### src/rtl/rect_cmd_sequencer_pkg.sv
// Shared types for the rectangle command sequencer: FSM encoding, command layout, screen limits.
// Reject rule lives here so every consumer applies the same admission test.
package rect_cmd_sequencer_pkg;

    localparam int X_W     = 9;
    localparam int Y_W     = 8;
    localparam int W_W     = 9;
    localparam int H_W     = 8;
    localparam int COLOR_W = 3;
    localparam int CMD_W   = X_W + Y_W + W_W + H_W + COLOR_W + 1 + COLOR_W;

    localparam int SCREEN_W_DEF = 320;
    localparam int SCREEN_H_DEF = 240;

    typedef enum logic [1:0] {
        ST_IDLE = 2'd0,
        ST_LOAD = 2'd1,
        ST_RUN  = 2'd2,
        ST_GAP  = 2'd3
    } state_t;

    typedef struct packed {
        logic [X_W-1:0]     x;
        logic [Y_W-1:0]     y;
        logic [W_W-1:0]     w;
        logic [H_W-1:0]     h;
        logic [COLOR_W-1:0] back;
        logic               border;
        logic [COLOR_W-1:0] bcolor;
    } cmd_t;

    // Degenerate or off-screen rectangles are never worth queueing.
    function automatic logic cmd_reject(input cmd_t c, input int scr_w, input int scr_h);
        return (c.w == '0) || (c.h == '0) || (int'(c.x) >= scr_w) || (int'(c.y) >= scr_h);
    endfunction

endpackage

### src/rtl/rect_cmd_sequencer_if.sv
// Command channel plus renderer control/attribute and status signals of the sequencer.
// master = command source / renderer side, slave = sequencer.
interface rect_cmd_sequencer_if;
    import rect_cmd_sequencer_pkg::*;

    logic               cmd_valid;
    logic               cmd_ready;
    logic [X_W-1:0]     cmd_x;
    logic [Y_W-1:0]     cmd_y;
    logic [W_W-1:0]     cmd_w;
    logic [H_W-1:0]     cmd_h;
    logic [COLOR_W-1:0] cmd_back;
    logic               cmd_border;
    logic [COLOR_W-1:0] cmd_bcolor;

    logic               rect_enable;
    logic [X_W-1:0]     origin_x;
    logic [Y_W-1:0]     origin_y;
    logic [W_W-1:0]     width;
    logic [H_W-1:0]     height;
    logic [COLOR_W-1:0] back_color;
    logic               border;
    logic [COLOR_W-1:0] border_color;
    logic               rect_done;

    logic               busy;
    logic [7:0]         drop_count;
    logic [15:0]        rects_drawn;

    modport master (
        output cmd_valid, cmd_x, cmd_y, cmd_w, cmd_h, cmd_back, cmd_border, cmd_bcolor, rect_done,
        input  cmd_ready, rect_enable, origin_x, origin_y, width, height, back_color, border,
               border_color, busy, drop_count, rects_drawn
    );

    modport slave (
        input  cmd_valid, cmd_x, cmd_y, cmd_w, cmd_h, cmd_back, cmd_border, cmd_bcolor, rect_done,
        output cmd_ready, rect_enable, origin_x, origin_y, width, height, back_color, border,
               border_color, busy, drop_count, rects_drawn
    );

endinterface

### src/rtl/rect_cmd_sequencer_cmd_fifo.sv
// Generic FIFO, combinational read of the head entry; a write is visible at dout the cycle after.
// Backpressure: full blocks push, empty blocks pop; simultaneous push and pop keep occupancy.
module cmd_fifo #(
    parameter int WIDTH = 41,
    parameter int DEPTH = 4
) (
    input  logic             clk,
    input  logic             reset,
    input  logic             push,
    input  logic             pop,
    input  logic [WIDTH-1:0] din,
    output logic [WIDTH-1:0] dout,
    output logic             full,
    output logic             empty
);
    localparam int AW = (DEPTH > 1) ? $clog2(DEPTH) : 1;

    logic [WIDTH-1:0] r_mem [DEPTH];
    logic [AW:0]      r_wr_ptr;
    logic [AW:0]      r_rd_ptr;
    logic             w_wr_en;
    logic             w_rd_en;

    assign w_wr_en = push && !full;
    assign w_rd_en = pop && !empty;

    always_ff @(posedge clk) begin
        if (reset) begin
            r_wr_ptr <= '0;
            r_rd_ptr <= '0;
        end else begin
            if (w_wr_en) r_wr_ptr <= r_wr_ptr + {{AW{1'b0}}, 1'b1};
            if (w_rd_en) r_rd_ptr <= r_rd_ptr + {{AW{1'b0}}, 1'b1};
        end
    end

    always_ff @(posedge clk) begin
        if (w_wr_en) r_mem[r_wr_ptr[AW-1:0]] <= din;
    end

    // Extra pointer bit separates the full and empty cases when indices match.
    assign dout  = r_mem[r_rd_ptr[AW-1:0]];
    assign empty = (r_wr_ptr == r_rd_ptr);
    assign full  = (r_wr_ptr[AW] != r_rd_ptr[AW]) && (r_wr_ptr[AW-1:0] == r_rd_ptr[AW-1:0]);

endmodule

### src/rtl/rect_cmd_sequencer.sv
// Queues rectangle commands and sequences them into the renderer, one enable window per rectangle.
// Latency push->enable 3 cycles; cmd_ready drops when the queue is full or in reset.
module rect_cmd_sequencer
    import rect_cmd_sequencer_pkg::*;
#(
    parameter int DEPTH    = 4,
    parameter int SCREEN_W = SCREEN_W_DEF,
    parameter int SCREEN_H = SCREEN_H_DEF
) (
    input  logic                 clk,
    input  logic                 reset,
    rect_cmd_sequencer_if.slave  bus
);
    state_t      r_state;
    state_t      w_state_nxt;
    cmd_t        w_cmd_in;
    cmd_t        w_cmd_head;
    cmd_t        r_attr;
    logic        w_full;
    logic        w_empty;
    logic        w_push;
    logic        w_store;
    logic        w_reject;
    logic        w_pop;
    logic        w_done;
    logic        r_rect_enable;
    logic        r_run_first;
    logic [7:0]  r_drop_count;
    logic [15:0] r_rects_drawn;

    assign w_cmd_in = {bus.cmd_x, bus.cmd_y, bus.cmd_w, bus.cmd_h,
                       bus.cmd_back, bus.cmd_border, bus.cmd_bcolor};

    assign bus.cmd_ready = !w_full && !reset;
    assign w_push        = bus.cmd_valid && bus.cmd_ready;
    assign w_reject      = cmd_reject(w_cmd_in, SCREEN_W, SCREEN_H);
    assign w_store       = w_push && !w_reject;

    cmd_fifo #(
        .WIDTH (CMD_W),
        .DEPTH (DEPTH)
    ) u_cmd_fifo (
        .clk   (clk),
        .reset (reset),
        .push  (w_store),
        .pop   (w_pop),
        .din   (w_cmd_in),
        .dout  (w_cmd_head),
        .full  (w_full),
        .empty (w_empty)
    );

    always_ff @(posedge clk) begin
        if (reset) r_state <= ST_IDLE;
        else       r_state <= w_state_nxt;
    end

    always_comb begin
        w_state_nxt = r_state;
        case (r_state)
            ST_IDLE: if (!w_empty) w_state_nxt = ST_LOAD;
            ST_LOAD: w_state_nxt = ST_RUN;
            ST_RUN:  if (!r_run_first && bus.rect_done) w_state_nxt = ST_GAP;
            ST_GAP:  w_state_nxt = w_empty ? ST_IDLE : ST_LOAD;
            default: w_state_nxt = ST_IDLE;
        endcase
    end

    // The renderer's done is stale during its first enabled cycle, so it is masked then.
    always_comb begin
        w_pop  = ((r_state == ST_IDLE) || (r_state == ST_GAP)) && !w_empty;
        w_done = (r_state == ST_RUN) && !r_run_first && bus.rect_done;
    end

    always_ff @(posedge clk) begin
        if (reset) begin
            r_rect_enable <= 1'b0;
            r_run_first   <= 1'b0;
            r_attr        <= '0;
            r_drop_count  <= '0;
            r_rects_drawn <= '0;
        end else begin
            r_rect_enable <= (w_state_nxt == ST_RUN);
            r_run_first   <= (r_state == ST_LOAD);
            if (w_pop) r_attr <= w_cmd_head;
            if (w_done) r_rects_drawn <= r_rects_drawn + 16'd1;
            if (w_push && w_reject && (r_drop_count != 8'hFF)) r_drop_count <= r_drop_count + 8'd1;
        end
    end

    assign bus.rect_enable  = r_rect_enable;
    assign bus.origin_x     = r_attr.x;
    assign bus.origin_y     = r_attr.y;
    assign bus.width        = r_attr.w;
    assign bus.height       = r_attr.h;
    assign bus.back_color   = r_attr.back;
    assign bus.border       = r_attr.border;
    assign bus.border_color = r_attr.bcolor;
    assign bus.busy         = (r_state != ST_IDLE) || !w_empty;
    assign bus.drop_count   = r_drop_count;
    assign bus.rects_drawn  = r_rects_drawn;

endmodule

### src/flat_wrapper.sv
// flat-port wrapper written by rule: the top's interface ports become plain ports
module rect_cmd_sequencer_flat import rect_cmd_sequencer_pkg::*;
#(
    parameter int DEPTH    = 4,
    parameter int SCREEN_W = SCREEN_W_DEF,
    parameter int SCREEN_H = SCREEN_H_DEF
)
  (clk, reset, bus_cmd_valid, bus_cmd_x, bus_cmd_y, bus_cmd_w, bus_cmd_h, bus_cmd_back, bus_cmd_border, bus_cmd_bcolor, bus_rect_done, bus_cmd_ready, bus_rect_enable, bus_origin_x, bus_origin_y, bus_width, bus_height, bus_back_color, bus_border, bus_border_color, bus_busy, bus_drop_count, bus_rects_drawn);
  rect_cmd_sequencer_if bus_i ();
  input  logic clk;
  input  logic reset;
  input wire logic [$bits(bus_i.cmd_valid)-1:0] bus_cmd_valid;
  input wire logic [$bits(bus_i.cmd_x)-1:0] bus_cmd_x;
  input wire logic [$bits(bus_i.cmd_y)-1:0] bus_cmd_y;
  input wire logic [$bits(bus_i.cmd_w)-1:0] bus_cmd_w;
  input wire logic [$bits(bus_i.cmd_h)-1:0] bus_cmd_h;
  input wire logic [$bits(bus_i.cmd_back)-1:0] bus_cmd_back;
  input wire logic [$bits(bus_i.cmd_border)-1:0] bus_cmd_border;
  input wire logic [$bits(bus_i.cmd_bcolor)-1:0] bus_cmd_bcolor;
  input wire logic [$bits(bus_i.rect_done)-1:0] bus_rect_done;
  output wire logic [$bits(bus_i.cmd_ready)-1:0] bus_cmd_ready;
  output wire logic [$bits(bus_i.rect_enable)-1:0] bus_rect_enable;
  output wire logic [$bits(bus_i.origin_x)-1:0] bus_origin_x;
  output wire logic [$bits(bus_i.origin_y)-1:0] bus_origin_y;
  output wire logic [$bits(bus_i.width)-1:0] bus_width;
  output wire logic [$bits(bus_i.height)-1:0] bus_height;
  output wire logic [$bits(bus_i.back_color)-1:0] bus_back_color;
  output wire logic [$bits(bus_i.border)-1:0] bus_border;
  output wire logic [$bits(bus_i.border_color)-1:0] bus_border_color;
  output wire logic [$bits(bus_i.busy)-1:0] bus_busy;
  output wire logic [$bits(bus_i.drop_count)-1:0] bus_drop_count;
  output wire logic [$bits(bus_i.rects_drawn)-1:0] bus_rects_drawn;
  assign bus_i.cmd_valid = bus_cmd_valid;
  assign bus_i.cmd_x = bus_cmd_x;
  assign bus_i.cmd_y = bus_cmd_y;
  assign bus_i.cmd_w = bus_cmd_w;
  assign bus_i.cmd_h = bus_cmd_h;
  assign bus_i.cmd_back = bus_cmd_back;
  assign bus_i.cmd_border = bus_cmd_border;
  assign bus_i.cmd_bcolor = bus_cmd_bcolor;
  assign bus_i.rect_done = bus_rect_done;
  assign bus_cmd_ready = bus_i.cmd_ready;
  assign bus_rect_enable = bus_i.rect_enable;
  assign bus_origin_x = bus_i.origin_x;
  assign bus_origin_y = bus_i.origin_y;
  assign bus_width = bus_i.width;
  assign bus_height = bus_i.height;
  assign bus_back_color = bus_i.back_color;
  assign bus_border = bus_i.border;
  assign bus_border_color = bus_i.border_color;
  assign bus_busy = bus_i.busy;
  assign bus_drop_count = bus_i.drop_count;
  assign bus_rects_drawn = bus_i.rects_drawn;
  rect_cmd_sequencer #(.DEPTH(DEPTH), .SCREEN_W(SCREEN_W), .SCREEN_H(SCREEN_H)) u_core (.clk(clk), .reset(reset), .bus(bus_i));
endmodule
### config.mk
export PLATFORM = sky130hd
export DESIGN_NAME = rect_cmd_sequencer_flat
export DESIGN_NICKNAME = d
export VERILOG_FILES = /design/src/rtl/rect_cmd_sequencer_pkg.sv /design/src/rtl/rect_cmd_sequencer_if.sv /design/src/rtl/rect_cmd_sequencer_cmd_fifo.sv /design/src/rtl/rect_cmd_sequencer.sv /design/src/flat_wrapper.sv
export SDC_FILE = /design/constraint.sdc
export NUM_CORES = 1
export LEC_CHECK = 0
export BUFFER_PORTS_ARGS = -buffer_cell sky130_fd_sc_hd__buf_2
export CAP_MARGIN = 40
export CELL_PAD_IN_SITES_DETAIL_PLACEMENT = 1
export CELL_PAD_IN_SITES_GLOBAL_PLACEMENT = 1
export CORE_MARGIN = 1
export CORE_UTILIZATION = 48
export DETAILED_ROUTE_END_ITERATION = 8
export PLACE_DENSITY = 0.82
export SLEW_MARGIN = 40
export SYNTH_ARGS = -nofsm -noshare
export SYNTH_HDL_FRONTEND = slang
export SYNTH_HIERARCHICAL = 1
export SYNTH_SLANG_ARGS = --single-unit
### constraint.sdc
create_clock -name clk -period 5.2 [get_ports clk]
set_input_delay 0 -clock clk [delete_from_list [all_inputs] [get_ports clk]]
set_output_delay 0 -clock clk [all_outputs]
set_load 0.02 [all_outputs]
==> flow_metrics.tcl <==
set metrics [dict create \
    wire_per_inst_um 21.4 \
    outcome "completed" \
    async_flop_share_pct 0 \
    busiest_layer "met2" \
    crit_fanout 48 \
    insertion_delay_ns 0.50 \
    dieWidth_um 141 \
    dr.first_iter.drc_count 354 \
    grt_pass1_vias 6332 \
    io_buffers 112 \
    drc_errors 0 \
    die-area_mm2 0.0198 \
    fin_cells 1049 \
    drive_above_1_share_pct 26.0 \
    ctsLongestPathBuffers 3 \
    dp_slack_ns 1.39 \
    rows 50 \
    power.total_mw 5.01 \
    setup_viol 0 \
    hold_ws_ns 0.0613 \
    hp-start "bus_cmd_valid" \
    use_met1_pct 28.5 \
    ioPinCount 113 \
    slew_violations 0 \
    syn_area_per_cell_um2 14.9 \
    regToRegStartpoint "u_core/u_cmd_fifo/r_wr_ptr[0]$_SDFFE_PP0P_" \
    critPathArrivalTime_ns 4.19 \
    ys_ff_latch 241 \
    hold_violations 0 \
    cap_violations 0 \
    core-area_mm2 0.0188 \
    worst_pin_slew_ns 0.823 \
    ys_types 50 \
    finalWorstSetupSlack_ns 1.39 \
    wirelength_um 22400 \
    drtPass1Iterations 5 \
    startpoint_type "flip-flop" \
    cts_tree "built" \
    dr_total_vias 5771 \
    relSlewSlack_pct 44.8 \
    yosys_warnings 6 \
    required_ns 5.57 \
    setup_tns_ns 0 \
    finalCritPeriodShare_pct 73.3 \
    final_nets 829 \
    yosysSeqAreaShare_pct 69.8 \
    leakagePower_nw 3.95 \
    htree_levels 1 \
    synth_edf_count 164 \
    gp_congestion 0.789 \
    ir_drop_v 0.000300 \
    grt.met3_usage_pct 3.29 \
    p_per_area_mw_per_mm2 447 \
    syn_nets 677 \
    path_clk_slew_ns 0.06 \
    fin_skew_ns 0.00658 \
    grt_pass1_wl_um 35300 \
    grt_util_met2_pct 43.1 \
    crit_path_start "u_core/u_cmd_fifo/r_wr_ptr[0]$_SDFFE_PP0P_" \
    numCtsBuffers 25 \
    r2r_cells 8 \
    cts_setup_buffers 0 \
    antenna_cells 0 \
    hold_path_class "in2reg" \
    multiInputGateArea_mm2 0.00262 \
    syn_area_mm2 0.00926 \
    place_area_mm2 0.0101 \
    grt_max_degree 76 \
    cts-root-buf "clkbuf_16" \
    final_antenna_net_count 0 \
    grt_use_total_pct 23.4 \
    syn_to_final_growth_pct 21.2 \
    cts.repair.resized 0 \
    fmax_mhz 262 \
    hold_buffers 42 \
    fin_util_pct 59.6 \
    seq_area_mm2 0.00647 \
    clock-sinks 241 \
    rsz0062_at_grt "no" \
    synth_ff_type "edfxtp_1" \
    start_util_pct 49.2 \
    overflow 0 \
    dpl.cell_count 963 \
    netlist_instances 620 \
    antenna_found_initial 0 \
    dp_hpwl_um 13900 \
    fin_area_mm2 0.0112 \
    num-fill-cells 1802 \
    via_per_inst 5.50 \
    die_h_um 141 \
    crit_path_end_kind "flip-flop" \
    period_needed_ns 3.81 \
    reg2reg_setup_slack_ns 1.39 \
    path_class "reg2reg" \
]
## cells in the mapped netlist, types with 9 or more instances
cell / n / area [um2]
a21oi_1: 49 / 245
clkbuf_1: 18 / 67.6
dfxtp_1: 77 / 1540
edfxtp_1: 164 / 4920
ha_1: 12 / 150
inv_1: 9 / 33.8
mux4_2: 41 / 923
nand2_1: 101 / 379
nand3_1: 12 / 60.1
nor2_1: 21 / 78.8
o21ai_0: 10 / 50.1
xnor2_1: 9 / 78.8
xor2_1: 10 / 87.6
## cell families (layout without fill, tap and decap cells)
logic type / after synthesis / count (layout) / synth area share [%]
muxes: 43 / 43 / 10.2
and+or+nand+nor: 180 / 180 / 9.11
DFF: 241 / 241 / 69.8
AOI/OAI and AO/OA: 83 / 83 / 5.34
buffers and inverters: 42 / 211 / 2.09
adders and majority gates: 12 / 12 / 1.62
xor gates and xnor gates: 19 / 19 / 1.80
## area by class of cell
class,instances,area share [%]
flip-flops and latches,241,57.7
clock buffers,35,6.27
clock inverters,9,0.335
inverters,10,0.346
well taps,260,2.90
multi-input cells,337,23.4
repair buffers,157,9.06
## worst max-delay path: stages (launching register included)
cell and delay [ns]:
dfxtp_1 0.40, xnor2_1 0.69, nand2_1 0.29, nor2_1 0.29, or2_4 0.54, clkinv_2 0.71, nor3b_1 0.40, a21oi_1 0.24
o211ai_1 0.12
## cell usage in the layout (no fill, tap or decap), types with 21 or more instances in the layout
master,Yosys,final
a21oi_1,49,49
buf_2,0,112
clkbuf_16,0,25
dfxtp_1,77,75
dlygate4sd3_1,0,42
edfxtp_1,164,164
mux4_2,41,41
nand2_1,101,101
nor2_1,21,21
## worst min-delay path by stage
| stage | depth (start not counted) | endpoint | slack (ns) |
|---|---|---|---|
| 2_1_floorplan | 1 | u_core/r_state[1]$_SDFF_PP0_ | 0.08 |
| 3_3_place_gp | 1 | u_core/u_cmd_fifo/r_mem[1][0]$_DFFE_PP_ | 0.21 |
| 3_5_place_dp | 1 | u_core/u_cmd_fifo/r_mem[2][4]$_DFFE_PP_ | 0.22 |
| 4_1_cts | 4 | u_core/bus.drop_count[3]$_SDFFE_PP0P_ | 0.05 |
| 5_1_grt | 4 | u_core/bus.drop_count[3]$_SDFFE_PP0P_ | 0.11 |
| 6_report | 4 | u_core/bus.drop_count[3]$_SDFFE_PP0P_ | 0.06 |
## state kept, by name, indices dropped and copies added (netlist names), 8 cells and up, named ones only
name / flops
u_core/bus.origin_x: 9
u_core/bus.drop_count: 8
u_core/bus.rects_drawn: 16
u_core/bus.origin_y: 8
u_core/bus.height: 8
u_core/u_cmd_fifo/r_mem: 164
u_core/bus.width: 9
## routing by layer
layer,part of all wire [%],wire length (um)
met3,4.0,896
met1,40,8970
met2,54,12000
met4,2.4,549
met5,0,0
## power by group
group	switching, mW	internal [mW]	total [mW]	leakage [nW]
Clock	0.685	0.934	1.62	0.365
Combinational	0.665	0.419	1.08	1.48
Sequential	0.115	2.19	2.31	2.11
Total	1.47	3.55	5.01	3.95
No activity file was read; power rests on OpenSTA's default activity.
